$ cat src/rtl/draw_layer_sequencer.sv
// draw_layer_sequencer: grants N draw layers one at a time, in ascending index order, onto one registered VGA write port
// Ports: frame_start/layer_enable start a frame. layer_x/y/colour/write/done are the per-layer packed source streams.
// layer_go is the one-hot grant. x_position/y_position/colour/VGA_enable are the registered VGA port.
// busy, frame_done and frame_overrun give frame status. layer_timeout holds the sticky per-layer watchdog flags.
module draw_layer_sequencer #(
  parameter int NUM_LAYERS     = 4,
  parameter int X_WIDTH        = 9,
  parameter int Y_WIDTH        = 8,
  parameter int COLOUR_WIDTH   = 3,
  parameter int TIMEOUT_CYCLES = 65536
) (
  input  logic                               clock,
  input  logic                               reset,
  input  logic                               frame_start,
  input  logic [NUM_LAYERS-1:0]              layer_enable,
  input  logic [NUM_LAYERS*X_WIDTH-1:0]      layer_x,
  input  logic [NUM_LAYERS*Y_WIDTH-1:0]      layer_y,
  input  logic [NUM_LAYERS*COLOUR_WIDTH-1:0] layer_colour,
  input  logic [NUM_LAYERS-1:0]              layer_write,
  input  logic [NUM_LAYERS-1:0]              layer_done,
  output logic [NUM_LAYERS-1:0]              layer_go,
  output logic [X_WIDTH-1:0]                 x_position,
  output logic [Y_WIDTH-1:0]                 y_position,
  output logic [COLOUR_WIDTH-1:0]            colour,
  output logic                               VGA_enable,
  output logic                               busy,
  output logic                               frame_done,
  output logic                               frame_overrun,
  output logic [NUM_LAYERS-1:0]              layer_timeout
);
  localparam int CUR_W = NUM_LAYERS > 1 ? $clog2(NUM_LAYERS) : 1;
  localparam int CNT_W = TIMEOUT_CYCLES > 0 ? $clog2(TIMEOUT_CYCLES + 1) : 1;
  localparam logic [CNT_W-1:0] CNT_LAST = CNT_W'(TIMEOUT_CYCLES - 1);
  localparam logic [CNT_W-1:0] CNT_MAX = '1;
  typedef enum logic [1:0] {IDLE, SELECT, DRAW, FINISH} state_t;
  state_t state_q, state_d;
  logic [NUM_LAYERS-1:0] pending_q, pending_d, timeout_q, timeout_d;
  logic [CUR_W-1:0] cur_q, cur_d, lowest;
  logic [CNT_W-1:0] cnt_q, cnt_d;
  logic [X_WIDTH-1:0] x_q, x_d;
  logic [Y_WIDTH-1:0] y_q, y_d;
  logic [COLOUR_WIDTH-1:0] colour_q, colour_d;
  logic vga_en_q, vga_en_d;
  logic cur_done, wd_hit;
  // lowest-index pending layer wins; the loop runs downward so the last hit is the lowest
  always_comb begin
    lowest = '0;
    for (int i = NUM_LAYERS - 1; i >= 0; i--)
      if (pending_q[i]) lowest = CUR_W'(i);
  end
  always_comb begin
    cur_done = layer_done[cur_q];
    wd_hit = (TIMEOUT_CYCLES != 0) && (cnt_q == CNT_LAST);
  end
  always_ff @(posedge clock or posedge reset)
    if (reset) state_q <= IDLE;
    else state_q <= state_d;
  always_comb begin
    state_d = state_q;
    case (state_q)
      IDLE:    state_d = frame_start ? SELECT : IDLE;
      SELECT:  state_d = |pending_q ? DRAW : FINISH;
      DRAW:    state_d = (cur_done || wd_hit) ? SELECT : DRAW;
      default: state_d = IDLE;
    endcase
  end
  // pending loses its lowest set bit as that layer is selected
  always_comb begin
    pending_d = pending_q;
    timeout_d = timeout_q;
    cur_d = cur_q;
    cnt_d = '0;
    x_d = x_q;
    y_d = y_q;
    colour_d = colour_q;
    vga_en_d = 1'b0;
    if (state_q == IDLE && frame_start) begin
      pending_d = layer_enable;
      timeout_d = '0;
    end
    if (state_q == SELECT) begin
      cur_d = lowest;
      pending_d = pending_q & (pending_q - NUM_LAYERS'(1));
    end
    if (state_q == DRAW) begin
      cnt_d = cnt_q == CNT_MAX ? cnt_q : cnt_q + CNT_W'(1);
      x_d = layer_x[cur_q*X_WIDTH +: X_WIDTH];
      y_d = layer_y[cur_q*Y_WIDTH +: Y_WIDTH];
      colour_d = layer_colour[cur_q*COLOUR_WIDTH +: COLOUR_WIDTH];
      vga_en_d = layer_write[cur_q];
      // a done arriving on the watchdog's last cycle counts as a normal finish
      if (wd_hit && !cur_done) timeout_d[cur_q] = 1'b1;
    end
  end
  always_ff @(posedge clock or posedge reset)
    if (reset) begin
      pending_q <= '0;
      timeout_q <= '0;
      cur_q <= '0;
      cnt_q <= '0;
      x_q <= '0;
      y_q <= '0;
      colour_q <= '0;
      vga_en_q <= 1'b0;
    end else begin
      pending_q <= pending_d;
      timeout_q <= timeout_d;
      cur_q <= cur_d;
      cnt_q <= cnt_d;
      x_q <= x_d;
      y_q <= y_d;
      colour_q <= colour_d;
      vga_en_q <= vga_en_d;
    end
  // grant is decoded straight from state so an async reset drops it at once
  always_comb begin
    layer_go = '0;
    if (state_q == DRAW) layer_go[cur_q] = 1'b1;
    busy = state_q != IDLE;
    frame_done = state_q == FINISH;
    frame_overrun = frame_start && state_q != IDLE;
    x_position = x_q;
    y_position = y_q;
    colour = colour_q;
    VGA_enable = vga_en_q;
    layer_timeout = timeout_q;
  end
endmodule

$ cat config.mk
export PLATFORM = sky130hd
export DESIGN_NAME = draw_layer_sequencer
export DESIGN_NICKNAME = d
export VERILOG_FILES = /design/src/rtl/draw_layer_sequencer.sv
export SDC_FILE = /design/constraint.sdc
export NUM_CORES = 1
export LEC_CHECK = 0
export BUFFER_PORTS_ARGS = -buffer_cell sky130_fd_sc_hd__buf_4
export CAP_MARGIN = 10
export CORE_MARGIN = 1
export CORE_UTILIZATION = 43
export CTS_CLUSTER_SIZE = 40
export DETAILED_ROUTE_END_ITERATION = 6
export GPL_TIMING_DRIVEN = 0
export PLACE_DENSITY_LB_ADDON = 0.2
export SYNTH_ARGS = -nofsm -noshare
export SYNTH_HDL_FRONTEND = slang
export SYNTH_SLANG_ARGS = --single-unit
$ cat constraint.sdc
create_clock -name clock -period 2.1 [get_ports clock]
set_input_delay 0.525 -clock clock [delete_from_list [all_inputs] [get_ports clock]]
set_output_delay 0.525 -clock clock [all_outputs]
set_load 0.1 [all_outputs]
==> qor.json, run 1 <==
{
  "floorplan.die_area_um2": 6860,
  "worst-setup-path-type": "reg -> out",
  "nNetsFinal": 534,
  "critical_path_arrival_ns": 1.55,
  "p_leak_nw": 2.12,
  "yosys_register_bits": 50,
  "synth.most_common_cell": "sky130_fd_sc_hd__nand2_1",
  "crit_chain": "inv_2 > nand2_4 > buf_8 > nor3b_4 > buf_12",
  "largest_voltage_drop_on_the_vdd_net_mv": 1.33,
  "pin_count": 127,
  "finalHoldViolCount": 0,
  "io_buffers": 126,
  "initial_core_utilization_pct": 44.5,
  "synth.top_cells.by_count": "sky130_fd_sc_hd__nand2_1 (79), sky130_fd_sc_hd__dfrtp_1 (50), sky130_fd_sc_hd__mux4_2 (22)",
  "vias_per_cell": 5.28,
  "route.layer.met1.wl_mm": 3.26,
  "max-cap-violations": 0,
  "ys_warn_count": 0,
  "ys_async_sr_fraction_pct": 100,
  "grt.total_usage_pct": 24.4,
  "place_congestion": 0.823,
  "reg2reg_slack_ns": 0.05,
  "hp-class": "in -> async",
  "syn_nets": 375,
  "synth_edf_count": 0,
  "drcViolationCount": 0,
  "dpl.cell_count": 481,
  "dr_wl_met3_um": 395,
  "num_vias": 2716,
  "power_density_nw_per_um2": 1360,
  "die_height_um": 82.8,
  "synth_largest_area_cell": "sky130_fd_sc_hd__dfrtp_1",
  "netlist_instances": 277,
  "worst_path_largest_cell_delay_ns": 0.45,
  "met2_wirelength_from_detailed_routing_mm": 4.27,
  "crit_slowest_cell": "sky130_fd_sc_hd__dfrtp_1",
  "r2r-start": "cnt_q[10]",
  "setup_viol_count_final": 0,
  "antenna_cells_inserted": 0,
  "place_hpwl_mm": 5.72,
  "synthesis.area_um2": 2810,
  "area_delta_synth_final_pct": 54.9,
  "maxSlewHeadroom_pct": 60.8,
  "dr.first_iter.drc_count": 194,
  "gr-total-overflow": 0,
  "die_outline_width_um": 82.8,
  "actual_transition_at_the_worst_max_transition_pin_ns": 0.588,
  "clk_pin_slew_worst_paths_ns": 0.09,
  "synthesis.area_per_instance_um2": 10.1,
  "finalSetupTns_ns": 0,
  "grt_first_pass_wirelength_mm": 13.3,
  "dr.max_layer_used": "met4",
  "layout_setup_ws_ns": 0.0294,
  "rows": 29,
  "timing_max_transition_violations_final": 0,
  "proportion_of_synthesized_chip_area_in_sequential_cells_pct": 44.5,
  "drt_wl_total_mm": 8.07,
  "timing.rr.end": "cnt_q[13]",
  "htreeDepth": 2,
  "clk_root_buffer_cell": "sky130_fd_sc_hd__clkbuf_8",
  "cts-buffers-inserted": 5,
  "ys.flop_type": "sky130_fd_sc_hd__dfrtp_1",
  "ant_nets": 0,
  "crit_fanout": 4,
  "synth.top_cells.by_area": "sky130_fd_sc_hd__dfrtp_1 (45%), sky130_fd_sc_hd__mux4_2 (18%), sky130_fd_sc_hd__nand2_1 (11%), sky130_fd_sc_hd__nor2_1 (2.5%), sky130_fd_sc_hd__xor2_1 (2.2%)",
  "whs_ns": 0.198,
  "r2r.worst_path.cells": 8,
  "final_min_period_over_clock_period_pct": 98.6,
  "netlist-cell-type-count": 46,
  "fillers": 511,
  "drive_above_1_share_pct": 49.9,
  "final_cell_count_no_fill": 514,
  "vias_in_the_first_global_route": 2723,
  "worst_skew_pair.late_latency_ns": 0.31,
  "synth_largest_type_area_fraction_pct": 44.5,
  "antenna_found_initial": 0,
  "critical_path.startpoint_type": "flip-flop",
  "dr.pass1.iters": 4,
  "core_region_area_um2": 6310,
  "crit_path_capture_type": "primary output",
  "rsz0062_at_grt": "true",
  "cts.hold.buffers_added": 0,
  "tritoncts": "done",
  "dpl_worst_slack_ns": -0.188,
  "final.min_clock_period_ns": 2.07,
  "route.detailed.wl_per_inst_um": 15.7,
  "grt_start_max_net_pins": 34,
  "max-clock-path-buffers": 2,
  "clock_skew_ns": 0.00497,
  "cp.required_ns": 1.57,
  "run_status": "finished, final reports clean",
  "clock_sink_count": 50,
  "maxClockFrequency_mhz": 483
}
==> metrics by stage <==
| step | area, um^2 | power (W) | utilization [%] |
|---|---|---|---|
| 3_5_place_dp | 3910 | 0.00509 | 61.9 |
| 6_report | 4350 | 0.00592 | 69.0 |
| 3_3_place_gp | 3880 | 0.00504 | 61.5 |
| 2_1_floorplan | 2840 | 0.00423 | - |
| 4_1_cts | 4210 | 0.00579 | 66.7 |
| 5_1_grt | 4350 | 0.00622 | 69.0 |
==> cells in the final DEF (no fill, tap or decap), types with 3 or more instances in the layout <==
cell type,Yosys,final
sky130_fd_sc_hd__nand4_1,3,3
sky130_fd_sc_hd__xnor2_1,3,3
sky130_fd_sc_hd__or3_1,4,4
sky130_fd_sc_hd__nor2_1,19,18
sky130_fd_sc_hd__xor2_1,7,7
sky130_fd_sc_hd__o21ai_0,9,9
sky130_fd_sc_hd__nor2b_1,4,4
sky130_fd_sc_hd__buf_4,3,152
sky130_fd_sc_hd__nand3_1,5,4
sky130_fd_sc_hd__inv_1,7,5
sky130_fd_sc_hd__nand2_2,0,3
sky130_fd_sc_hd__clkbuf_1,11,5
sky130_fd_sc_hd__mux4_2,22,22
sky130_fd_sc_hd__clkbuf_8,0,6
sky130_fd_sc_hd__nand2_1,79,75
sky130_fd_sc_hd__buf_12,0,5
sky130_fd_sc_hd__dfrtp_1,50,46
sky130_fd_sc_hd__dfrtp_2,0,4
sky130_fd_sc_hd__a21oi_1,11,11
==> state kept, by name, summed over array words and instances (netlist names) <==
register       cells
x_position         9
colour             3
cur_q              2
layer_timeout      4
pending_q          4
state_q            2
cnt_q             17
VGA_enable         1
y_position         8
==> report_power, final <==
group	leakage, nW	internal, W	switching (W)
logic	1.43	0.00122	0.00266
clock network	0.0482	0.000267	0.000333
registers	0.648	0.00124	0.000203
total	2.12	0.00273	0.00319
==> area by class of cell <==
class	count	area (um^2)	share of cell area (%)
Tap cell	77	96.3	2.21
Buffer	14	95.1	2.18
Clock buffer	7	86.3	1.98
Multi-Input combinational cell	203	1560	35.7
Timing Repair Buffer	155	1230	28.3
Inverter	7	26.3	0.603
Clock inverter	1	5.00	0.115
Sequential cell	50	1260	28.9
==> kinds of logic after synthesis <==
kind of cell / Yosys count / share of synthesized area (%)
compound gates: 32 / 6.86
xor+xnor: 10 / 3.12
fa+ha+maj: 3 / 1.34
buf+inv: 24 / 3.87
flops: 50 / 44.5
mux: 24 / 18.4
simple gates: 134 / 21.9
==> metal layers <==
layer / vias to the layer above / track usage [%]
met5: - / 0
met1: 1337 / 31.5
met4: 0 / 9.87
li1: 1292 / -
met2: 78 / 41.1
met3: 9 / 3.98
==> how the worst max path moves through the flow <==
stage / startpoint / to / slack [ns] / depth (start not counted)
6_report: state_q[0] / layer_go[2] / 0.03 / 5
5_1_grt: cnt_q[10] / cnt_q[9] / -0.05 / 9
4_1_cts: state_q[1] / layer_go[1] / -0.007 / 5
3_5_place_dp: cnt_q[10] / cnt_q[13] / -0.19 / 9
3_3_place_gp: reset / x_position[6] / -0.34 / 2
2_1_floorplan: cur_q[1] / layer_go[2] / -0.10 / 2
==> worst max-delay path: cells and delay by family (launching register included) <==
family | cells | cell delay, ns
flip-flops | 1 | 0.45
AND/OR/NAND/NOR | 2 | 0.32
buffers and inverters | 3 | 0.46
==> timing repair <==
| item | CTS | global route |
|---|---|---|
| cloned | 0 | 0 |
| pin swaps | 6 | 13 |
| resized for setup | 36 | 21 |
| setup endpoints to repair | 19 | 19 |
| buffers inserted | 14 | 14 |
Power figures use the tool's default switching activity.
==> run 2, diff against run 1 <==
ABC_AREA = 1   (was unset)
==> run 2 against run 1 <==
  * First-iteration DRC count is 35% lower
  * Clock-buffer cell count unchanged
  * Sequential power hardly changed
  * Register-to-register slack improved by 0.10 ns
  * Critical endpoint is now layer_go[0]
  * Wire length grew 3.3%
  * Sequential share of layout area is 1.6 points higher
  * Combinational power down 4%
==> qor.json, run 2 <==
{
  "largest_voltage_drop_on_the_vdd_net": {"value": 0.914, "unit": "mV", "change": "was 1.33 mV"},
  "final_common_cell": {"value": "sky130_fd_sc_hd__nand2_1", "change": "was sky130_fd_sc_hd__buf_4"},
  "max-clock-path-buffers": {"value": 2, "change": "unchanged"},
  "synth_largest_area_cell": {"value": "sky130_fd_sc_hd__dfrtp_1", "change": "unchanged"},
  "path_delay_family": {"value": "buffers and inverters", "change": "unchanged"},
  "crit_fanout": {"value": 10, "change": "was 4"},
  "maxClockFrequency": {"value": 495, "unit": "MHz", "change": "was 483 MHz"},
  "max-cap-violations": {"value": 0, "change": "unchanged"},
  "gr-total-overflow": {"value": 0, "change": "unchanged"},
  "netlist-cell-type-count": {"value": 31, "change": "was 46"},
  "worst_skew_pair.late_latency": {"value": 0.29, "unit": "ns", "change": "was 0.31 ns"},
  "core_region_area": {"value": 6390, "unit": "um^2", "change": "was 6310 um^2"},
  "setup_viol_count_final": {"value": 0, "change": "unchanged"},
  "place_hpwl": {"value": 6.44, "unit": "mm", "change": "was 5.72 mm"},
  "yosys_register_bits": {"value": 50, "change": "unchanged"},
  "layout.cells.most_common_list": {"value": "sky130_fd_sc_hd__nand2_1 (171), sky130_fd_sc_hd__buf_4 (132), sky130_fd_sc_hd__dfrtp_1 (49)", "change": "was sky130_fd_sc_hd__buf_4 (152), sky130_fd_sc_hd__nand2_1 (75), sky130_fd_sc_hd__dfrtp_1 (46)"},
  "power.total": {"value": 0.00570, "unit": "W", "change": "was 0.00592 W"},
  "synthesis.area_per_instance": {"value": 7.23, "unit": "um^2", "change": "was 10.1 um^2"},
  "cp_common_cell": "sky130_fd_sc_hd__inv_2",
  "pin_count": {"value": 127, "change": "unchanged"},
  "dr.pass1.iters": {"value": 4, "change": "unchanged"},
  "clk_root_buffer_cell": {"value": "sky130_fd_sc_hd__clkbuf_8", "change": "unchanged"},
  "p_leak": {"value": 2.17, "unit": "nW", "change": "was 2.12 nW"},
  "die_height": {"value": 83.5, "unit": "um", "change": "was 82.8 um"},
  "post-route-cell-area": {"value": 4110, "unit": "um^2", "change": "was 4350 um^2"},
  "synth.top_cells.by_count": {"value": "sky130_fd_sc_hd__nand2_1 (175), sky130_fd_sc_hd__dfrtp_1 (50), sky130_fd_sc_hd__inv_1 (30)", "change": "was sky130_fd_sc_hd__nand2_1 (79), sky130_fd_sc_hd__dfrtp_1 (50), sky130_fd_sc_hd__mux4_2 (22)"},
  "critical_path.startpoint_type": {"value": "flip-flop", "change": "unchanged"},
  "timing_max_transition_violations_final": {"value": 0, "change": "unchanged"},
  "synthesis.area": {"value": 2860, "unit": "um^2", "change": "was 2810 um^2"},
  "ys_warn_count": {"value": 0, "change": "unchanged"},
  "num_vias": {"value": 3088, "change": "was 2716"},
  "crit_slowest_cell": {"value": "sky130_fd_sc_hd__dfrtp_1", "change": "unchanged"},
  "clock_skew": {"value": 0.00500, "unit": "ns", "change": "was 0.00497 ns"},
  "area_delta_synth_final": {"value": 44.0, "unit": "%", "change": "was 54.9%"},
  "antenna_cells_inserted": {"value": 0, "change": "unchanged"},
  "maxSlewHeadroom": {"value": 71.5, "unit": "%", "change": "was 60.8%"},
  "dr.first_iter.drc_count": {"value": 126, "change": "was 194"},
  "rows": {"value": 29, "change": "unchanged"},
  "drive_above_1_share": {"value": 33.8, "unit": "%", "change": "was 49.9%"},
  "whs": {"value": 0.175, "unit": "ns", "change": "was 0.198 ns"},
  "clk_pin_slew_worst_paths": {"value": 0.08, "unit": "ns", "change": "was 0.09 ns"},
  "ant_nets": {"value": 0, "change": "unchanged"},
  "post_dp_cell_area": {"value": 3920, "unit": "um^2", "change": "was 3910 um^2"},
  "r2r-start": {"value": "cnt_q[6]", "change": "was cnt_q[10]"},
  "vias_per_cell": {"value": 5.04, "change": "was 5.28"},
  "power_density": {"value": 1390, "unit": "nW/um^2", "change": "was 1360 nW/um^2"},
  "grt_start_max_net_pins": {"value": 39, "change": "was 34"},
  "io_buffers": {"value": 126, "change": "unchanged"},
  "drcViolationCount": {"value": 0, "change": "unchanged"},
  "utilization": {"value": 64.4, "unit": "%", "change": "was 69.0%"},
  "worst_path_largest_cell_delay": {"value": 0.42, "unit": "ns", "change": "was 0.45 ns"},
  "largest_register_ffs": {"value": 17, "change": "unchanged"},
  "syn_nets": {"value": 493, "change": "was 375"},
  "place_congestion": {"value": 0.897, "change": "was 0.823"},
  "initial_core_utilization": {"value": 44.7, "unit": "%", "change": "was 44.5%"},
  "crit_chain": {"value": "inv_2 > nor2_4 > inv_2 > nor3_2 > buf_6", "change": "was inv_2 > nand2_4 > buf_8 > nor3b_4 > buf_12"},
  "nNetsFinal": {"value": 634, "change": "was 534"},
  "proportion_of_synthesized_chip_area_in_sequential_cells": {"value": 43.8, "unit": "%", "change": "was 44.5%"},
  "cts-buffers-inserted": {"value": 5, "change": "unchanged"},
  "max_flop_register": {"value": "cnt_q", "change": "unchanged"},
  "htreeDepth": {"value": 2, "change": "unchanged"},
  "critical_path_arrival": {"value": 1.50, "unit": "ns", "change": "was 1.55 ns"},
  "floorplan.die_area": {"value": 6970, "unit": "um^2", "change": "was 6860 um^2"},
  "ys_async_sr_fraction": {"value": 100, "unit": "%", "change": "unchanged"},
  "tritoncts": {"value": "done", "change": "unchanged"},
  "grt.total_usage": {"value": 24.7, "unit": "%", "change": "was 24.4%"},
  "synth.top_cells.by_area": {"value": "sky130_fd_sc_hd__dfrtp_1 (44%), sky130_fd_sc_hd__nand2_1 (23%), sky130_fd_sc_hd__inv_1 (3.9%), sky130_fd_sc_hd__nand4_1 (3.9%), sky130_fd_sc_hd__nor2_1 (3.7%)", "change": "was sky130_fd_sc_hd__dfrtp_1 (45%), sky130_fd_sc_hd__mux4_2 (18%), sky130_fd_sc_hd__nand2_1 (11%), sky130_fd_sc_hd__nor2_1 (2.5%), sky130_fd_sc_hd__xor2_1 (2.2%)"},
  "final_min_period_over_clock_period": {"value": 96.3, "unit": "%", "change": "was 98.6%"},
  "worstPathBufferInverterCount": {"value": 3, "change": "unchanged"},
  "finalHoldViolCount": {"value": 0, "change": "unchanged"},
  "drt_wl_total": {"value": 8.34, "unit": "mm", "change": "was 8.07 mm"},
  "grt_first_pass_wirelength": {"value": 13.9, "unit": "mm", "change": "was 13.3 mm"},
  "synth_largest_type_area_fraction": {"value": 43.8, "unit": "%", "change": "was 44.5%"},
  "cp.required": {"value": 1.57, "unit": "ns", "change": "about the same"},
  "critical_path.startpoint": {"value": "state_q[1]", "change": "was state_q[0]"},
  "finalSetupTns": {"value": 0, "unit": "ns", "change": "unchanged"},
  "antenna_found_initial": {"value": 0, "change": "unchanged"},
  "run_status": {"value": "finished, final reports clean", "change": "unchanged"},
  "final.min_clock_period": {"value": 2.02, "unit": "ns", "change": "was 2.07 ns"},
  "synth.most_common_cell": {"value": "sky130_fd_sc_hd__nand2_1", "change": "unchanged"},
  "route.detailed.wl_per_inst": {"value": 13.6, "unit": "um", "change": "was 15.7 um"},
  "crit_path_capture_type": {"value": "primary output", "change": "unchanged"},
  "netlist_instances": {"value": 395, "change": "was 277"},
  "clock_sink_count": {"value": 50, "change": "unchanged"},
  "actual_transition_at_the_worst_max_transition_pin": {"value": 0.428, "unit": "ns", "change": "was 0.588 ns"},
  "die_outline_width": {"value": 83.5, "unit": "um", "change": "was 82.8 um"},
  "vias_in_the_first_global_route": {"value": 3044, "change": "was 2723"},
  "hp-class": {"value": "in -> async", "change": "unchanged"},
  "synth_edf_count": {"value": 0, "change": "unchanged"},
  "ys.flop_type": {"value": "sky130_fd_sc_hd__dfrtp_1", "change": "unchanged"},
  "worst-setup-path-type": {"value": "reg -> out", "change": "unchanged"}
}
[run 2: changes by cell type after synthesis, sizes merged, moves of 4 or more]
cell / previous run / this run
nor2: 19 / 33
nand3: 6 / 14
buf: 6 / 12
inv: 7 / 34
a22oi: 1 / 10
nand2: 79 / 176
nand4: 4 / 18
nor3: 2 / 7
mux4: 22 / 0
nor2b: 4 / 0
clkbuf: 11 / 2
xor2: 7 / 0
or3: 4 / 0
[run 2: worst paths after layout]
kind | end | slack [ns] | cells past startpoint
min reg2reg | y_position[3] | 0.49 | 2
min | cnt_q[11] | 0.17 | 2
max in group asynchronous | cnt_q[6] | 1.44 | 3
max reg2reg | cnt_q[6] | 0.15 | 10
min in group clock | pending_q[3] | 0.48 | 3
max | layer_go[0] | 0.08 | 5
[run 2: area by class of cell]
cell class | count | area (um^2)
plain buffers | 14 | 97.6
clock buffers | 7 | 76.3
flip-flops and latches | 50 | 1250
repair buffers | 134 | 1030
well taps | 77 | 96.3
inverters | 34 | 128
fillers | 559 | 2270
multi-input cells | 297 | 1430
[run 2: what timing repair did]
| item | in CTS | in global routing |
|---|---|---|
| resized for setup | 8 | 11 |
| endpoints found under the setup margin | 16 | 13 |
| pin swaps | 1 | 5 |
| setup buffers | 1 | 6 |
| hold buffers | 0 | 0 |
[run 2: cell families after synthesis]
logic type | after synthesis | share of synthesized area (%)
simple gates | 252 | 38.0
flops | 50 | 43.8
buf+inv | 48 | 7.88
compound gates | 42 | 9.02
fa+ha+maj | 3 | 1.31
[run 2: stage by stage]
step	std cells	setup WS [ns]
after global routing	613	-0.0149
after detailed placement	599	-0.224
after global placement	598	-0.276
final	613	0.0783
after floorplan	395	-0.341
after CTS	607	0.0448
[run 2: routing by layer]
metal	routed length [um]	up-vias	track usage [%]
met5	0	-	0
met4	205	0	9.40
met3	345	17	5.24
met2	4300	92	43.4
met1	3490	1431	29.7
li1	-	1548	-
[run 2: report_power, final]
group	internal [W]	switching (W)	total, W
combinational	0.000943	0.00278	0.00372
clock	0.000230	0.000287	0.000517
sequential	0.00124	0.000224	0.00146
total	0.00241	0.00329	0.00570
==> run 3, diff against run 2 <==
CORE_ASPECT_RATIO = 0.7   (was unset)
==> run 3 against run 2 <==
  * Sequential share of layout area down 0.28 points
  * Cell count grew 0.33%
  * Hold slack lost 0.021 ns
  * Sequential cell count stayed put
  * Non-clock buffer count unchanged
  * Die area hardly changed
  * Clock-buffer cell count unchanged
  * Sequential power about the same
  * Total power grew 3.1%
  * Critical path type unchanged
  * Largest cell class unchanged
  * Highest routed layer unchanged
==> qor.json, run 3 (synthesized netlist as in run 2, its figures left out) <==
{
  "max-cap-violations": {"value": 0, "change": "unchanged"},
  "rows": {"value": 24, "change": "was 29"},
  "power.total": {"value": 0.00587, "unit": "W", "change": "was 0.00570 W"},
  "gr-total-overflow": {"value": 0, "change": "unchanged"},
  "actual_transition_at_the_worst_max_transition_pin": {"value": 0.504, "unit": "ns", "change": "was 0.428 ns"},
  "dr.first_iter.drc_count": {"value": 145, "change": "was 126"},
  "io_buffers": {"value": 126, "change": "unchanged"},
  "maxSlewHeadroom": {"value": 66.4, "unit": "%", "change": "was 71.5%"},
  "post_dp_cell_area": {"value": 3920, "unit": "um^2", "change": "about the same"},
  "crit_fanout": {"value": 10, "change": "unchanged"},
  "reg2reg_slack": {"value": 0.14, "unit": "ns", "change": "was 0.15 ns"},
  "hp-class": {"value": "in -> async", "change": "unchanged"},
  "timing.rr.end": {"value": "cnt_q[14]", "change": "was cnt_q[6]"},
  "max_flop_register": {"value": "cnt_q", "change": "unchanged"},
  "place_congestion": {"value": 0.866, "change": "was 0.897"},
  "finalSetupTns": {"value": 0, "unit": "ns", "change": "unchanged"},
  "place_hpwl": {"value": 6.29, "unit": "mm", "change": "was 6.44 mm"},
  "clk_root_buffer_cell": {"value": "sky130_fd_sc_hd__clkbuf_8", "change": "unchanged"},
  "die_height": {"value": 70.2, "unit": "um", "change": "was 83.5 um"},
  "final_common_cell": {"value": "sky130_fd_sc_hd__nand2_1", "change": "unchanged"},
  "final.min_clock_period": {"value": 2.01, "unit": "ns", "change": "was 2.02 ns"},
  "r2r-start": {"value": "cnt_q[6]", "change": "unchanged"},
  "vias_per_cell": {"value": 5.01, "change": "was 5.04"},
  "drive_above_1_share": {"value": 34.3, "unit": "%", "change": "was 33.8%"},
  "core_region_area": {"value": 6310, "unit": "um^2", "change": "was 6390 um^2"},
  "antenna_found_initial": {"value": 0, "change": "unchanged"},
  "ant_nets": {"value": 0, "change": "unchanged"},
  "floorplan.die_area": {"value": 6980, "unit": "um^2", "change": "was 6970 um^2"},
  "crit_path_capture_type": {"value": "primary output", "change": "unchanged"},
  "setup_viol_count_final": {"value": 0, "change": "unchanged"},
  "dpl_worst_slack": {"value": -0.329, "unit": "ns", "change": "was -0.224 ns"},
  "tritoncts": {"value": "done", "change": "unchanged"},
  "drt_wl_total": {"value": 8.30, "unit": "mm", "change": "was 8.34 mm"},
  "largest_register_ffs": {"value": 17, "change": "unchanged"},
  "run_status": {"value": "finished, final reports clean", "change": "unchanged"},
  "route.detailed.wl_per_inst": {"value": 13.5, "unit": "um", "change": "was 13.6 um"},
  "timing_max_transition_violations_final": {"value": 0, "change": "unchanged"},
  "gr-usage-met2": {"value": 40.0, "unit": "%", "change": "was 43.4%"},
  "worst_skew_pair.late_latency": {"value": 0.31, "unit": "ns", "change": "was 0.29 ns"},
  "grt.total_usage": {"value": 24.0, "unit": "%", "change": "was 24.7%"},
  "layout.cells.most_common_list": {"value": "sky130_fd_sc_hd__nand2_1 (171), sky130_fd_sc_hd__buf_4 (132), sky130_fd_sc_hd__dfrtp_1 (47)", "change": "was sky130_fd_sc_hd__nand2_1 (171), sky130_fd_sc_hd__buf_4 (132), sky130_fd_sc_hd__dfrtp_1 (49)"},
  "die_outline_width": {"value": 99.4, "unit": "um", "change": "was 83.5 um"},
  "largest_voltage_drop_on_the_vdd_net": {"value": 0.856, "unit": "mV", "change": "was 0.914 mV"},
  "final_min_period_over_clock_period": {"value": 95.8, "unit": "%", "change": "was 96.3%"},
  "global_route.peak_usage_layer": {"value": "met2", "change": "unchanged"},
  "grt_first_pass_wirelength": {"value": 13.2, "unit": "mm", "change": "was 13.9 mm"},
  "dr.pass1.iters": {"value": 6, "change": "was 4"},
  "met1_usage": {"value": 32.5, "unit": "%", "change": "was 29.7%"},
  "critical_path_arrival": {"value": 1.49, "unit": "ns", "change": "was 1.50 ns"},
  "r2r.worst_path.cells": {"value": 11, "change": "was 10"},
  "drcViolationCount": {"value": 0, "change": "unchanged"},
  "clk_pin_slew_worst_paths": {"value": 0.09, "unit": "ns", "change": "was 0.08 ns"},
  "cts-buffers-inserted": {"value": 5, "change": "unchanged"},
  "worst-setup-path-type": {"value": "reg -> out", "change": "unchanged"},
  "fillers": {"value": 555, "change": "was 559"},
  "clock_sink_count": {"value": 50, "change": "unchanged"},
  "area_delta_synth_final": {"value": 45.6, "unit": "%", "change": "was 44.0%"},
  "whs": {"value": 0.154, "unit": "ns", "change": "was 0.175 ns"},
  "maxClockFrequency": {"value": 497, "unit": "MHz", "change": "was 495 MHz"},
  "cp.required": {"value": 1.57, "unit": "ns", "change": "about the same"},
  "power_density": {"value": 1410, "unit": "nW/um^2", "change": "was 1390 nW/um^2"},
  "layout_setup_ws": {"value": 0.0889, "unit": "ns", "change": "was 0.0783 ns"},
  "clock_skew": {"value": 0.00722, "unit": "ns", "change": "was 0.00500 ns"},
  "pin_count": {"value": 127, "change": "unchanged"},
  "antenna_cells_inserted": {"value": 0, "change": "unchanged"},
  "finalHoldViolCount": {"value": 0, "change": "unchanged"},
  "max-clock-path-buffers": {"value": 2, "change": "unchanged"},
  "initial_core_utilization": {"value": 45.3, "unit": "%", "change": "was 44.7%"},
  "critical_path.startpoint_type": {"value": "flip-flop", "change": "unchanged"},
  "num_vias": {"value": 3079, "change": "was 3088"},
  "htreeDepth": {"value": 2, "change": "unchanged"},
  "grt_met3_use": {"value": 5.01, "unit": "%", "change": "was 5.24%"},
  "grt_start_max_net_pins": {"value": 40, "change": "was 39"},
  "vias_in_the_first_global_route": {"value": 2871, "change": "was 3044"},
  "p_leak": {"value": 2.18, "unit": "nW", "change": "was 2.17 nW"},
  "nNetsFinal": {"value": 634, "change": "unchanged"},
  "post-route-cell-area": {"value": 4160, "unit": "um^2", "change": "was 4110 um^2"}
}
run 3: changes by cell type in the layout (fill, tap and decap cells not counted):
cell / change
sky130_fd_sc_hd__nor3_4: +2
sky130_fd_sc_hd__nor3_2: -2
sky130_fd_sc_hd__bufinv_16: +1
sky130_fd_sc_hd__dfrtp_1: -2
sky130_fd_sc_hd__o21ai_1: -1
sky130_fd_sc_hd__dfrtp_2: +2
sky130_fd_sc_hd__o21ai_0: +1
run 3: power breakdown:
group | switching, W | internal (W)
sequential | 0.000212 | 0.00124
combinational | 0.00278 | 0.000959
clock | 0.000323 | 0.000357
run 3: metal layers:
layer	vias to the layer above	share of wire [%]
li1	1556	-
met1	1427	46
met2	86	49
met3	10	5.0
met4	0	0.69
met5	-	0
run 3: worst max path at each step:
stage                          start           end  slack, ns  depth (start not counted)
after CTS                 state_q[1]   layer_go[2]       0.01                          5
final                     state_q[1]   layer_go[3]       0.09                          5
after global placement         reset  pending_q[1]      -0.29                          2
after floorplan           state_q[1]   layer_go[0]      -0.34                          4
after global routing        cnt_q[7]     cnt_q[14]      -0.02                         11
after detailed placement    cnt_q[6]      cnt_q[9]      -0.33                         11
run 3: repair_timing:
item | CTS | global route
buffers inserted | 1 | 6
endpoints found under the setup margin | 18 | 14
gates resized for setup | 9 | 13
pin swaps | 2 | 3
hold buffers | 0 | 0
run 3: layout make-up:
type / count / area [um^2] / share of cell area [%]
Sequential cell: 50 / 1250 / 30.2
Inverter: 34 / 128 / 3.07
Multi-Input combinational cell: 297 / 1450 / 34.7
Tap cell: 78 / 97.6 / 2.35
Clock buffer: 7 / 76.3 / 1.84
Timing Repair Buffer: 134 / 1030 / 24.8
Clock inverter: 1 / 30.0 / 0.722
Buffer: 14 / 97.6 / 2.35
run 3: critical path: stages, from the launching register on:
cell and delay [ns]:
sky130_fd_sc_hd__dfrtp_1 0.39, sky130_fd_sc_hd__inv_2 0.07, sky130_fd_sc_hd__nor2_4 0.12, sky130_fd_sc_hd__inv_2 0.13, sky130_fd_sc_hd__nor2_2 0.15, sky130_fd_sc_hd__buf_4 0.31
run 3: per-stage QoR:
stage / util, % / cells
final: 66.0 / 615
after global routing: 66.0 / 615
after CTS: 64.6 / 609
after detailed placement: 62.2 / 600
after global placement: 61.9 / 599
after floorplan: - / 395
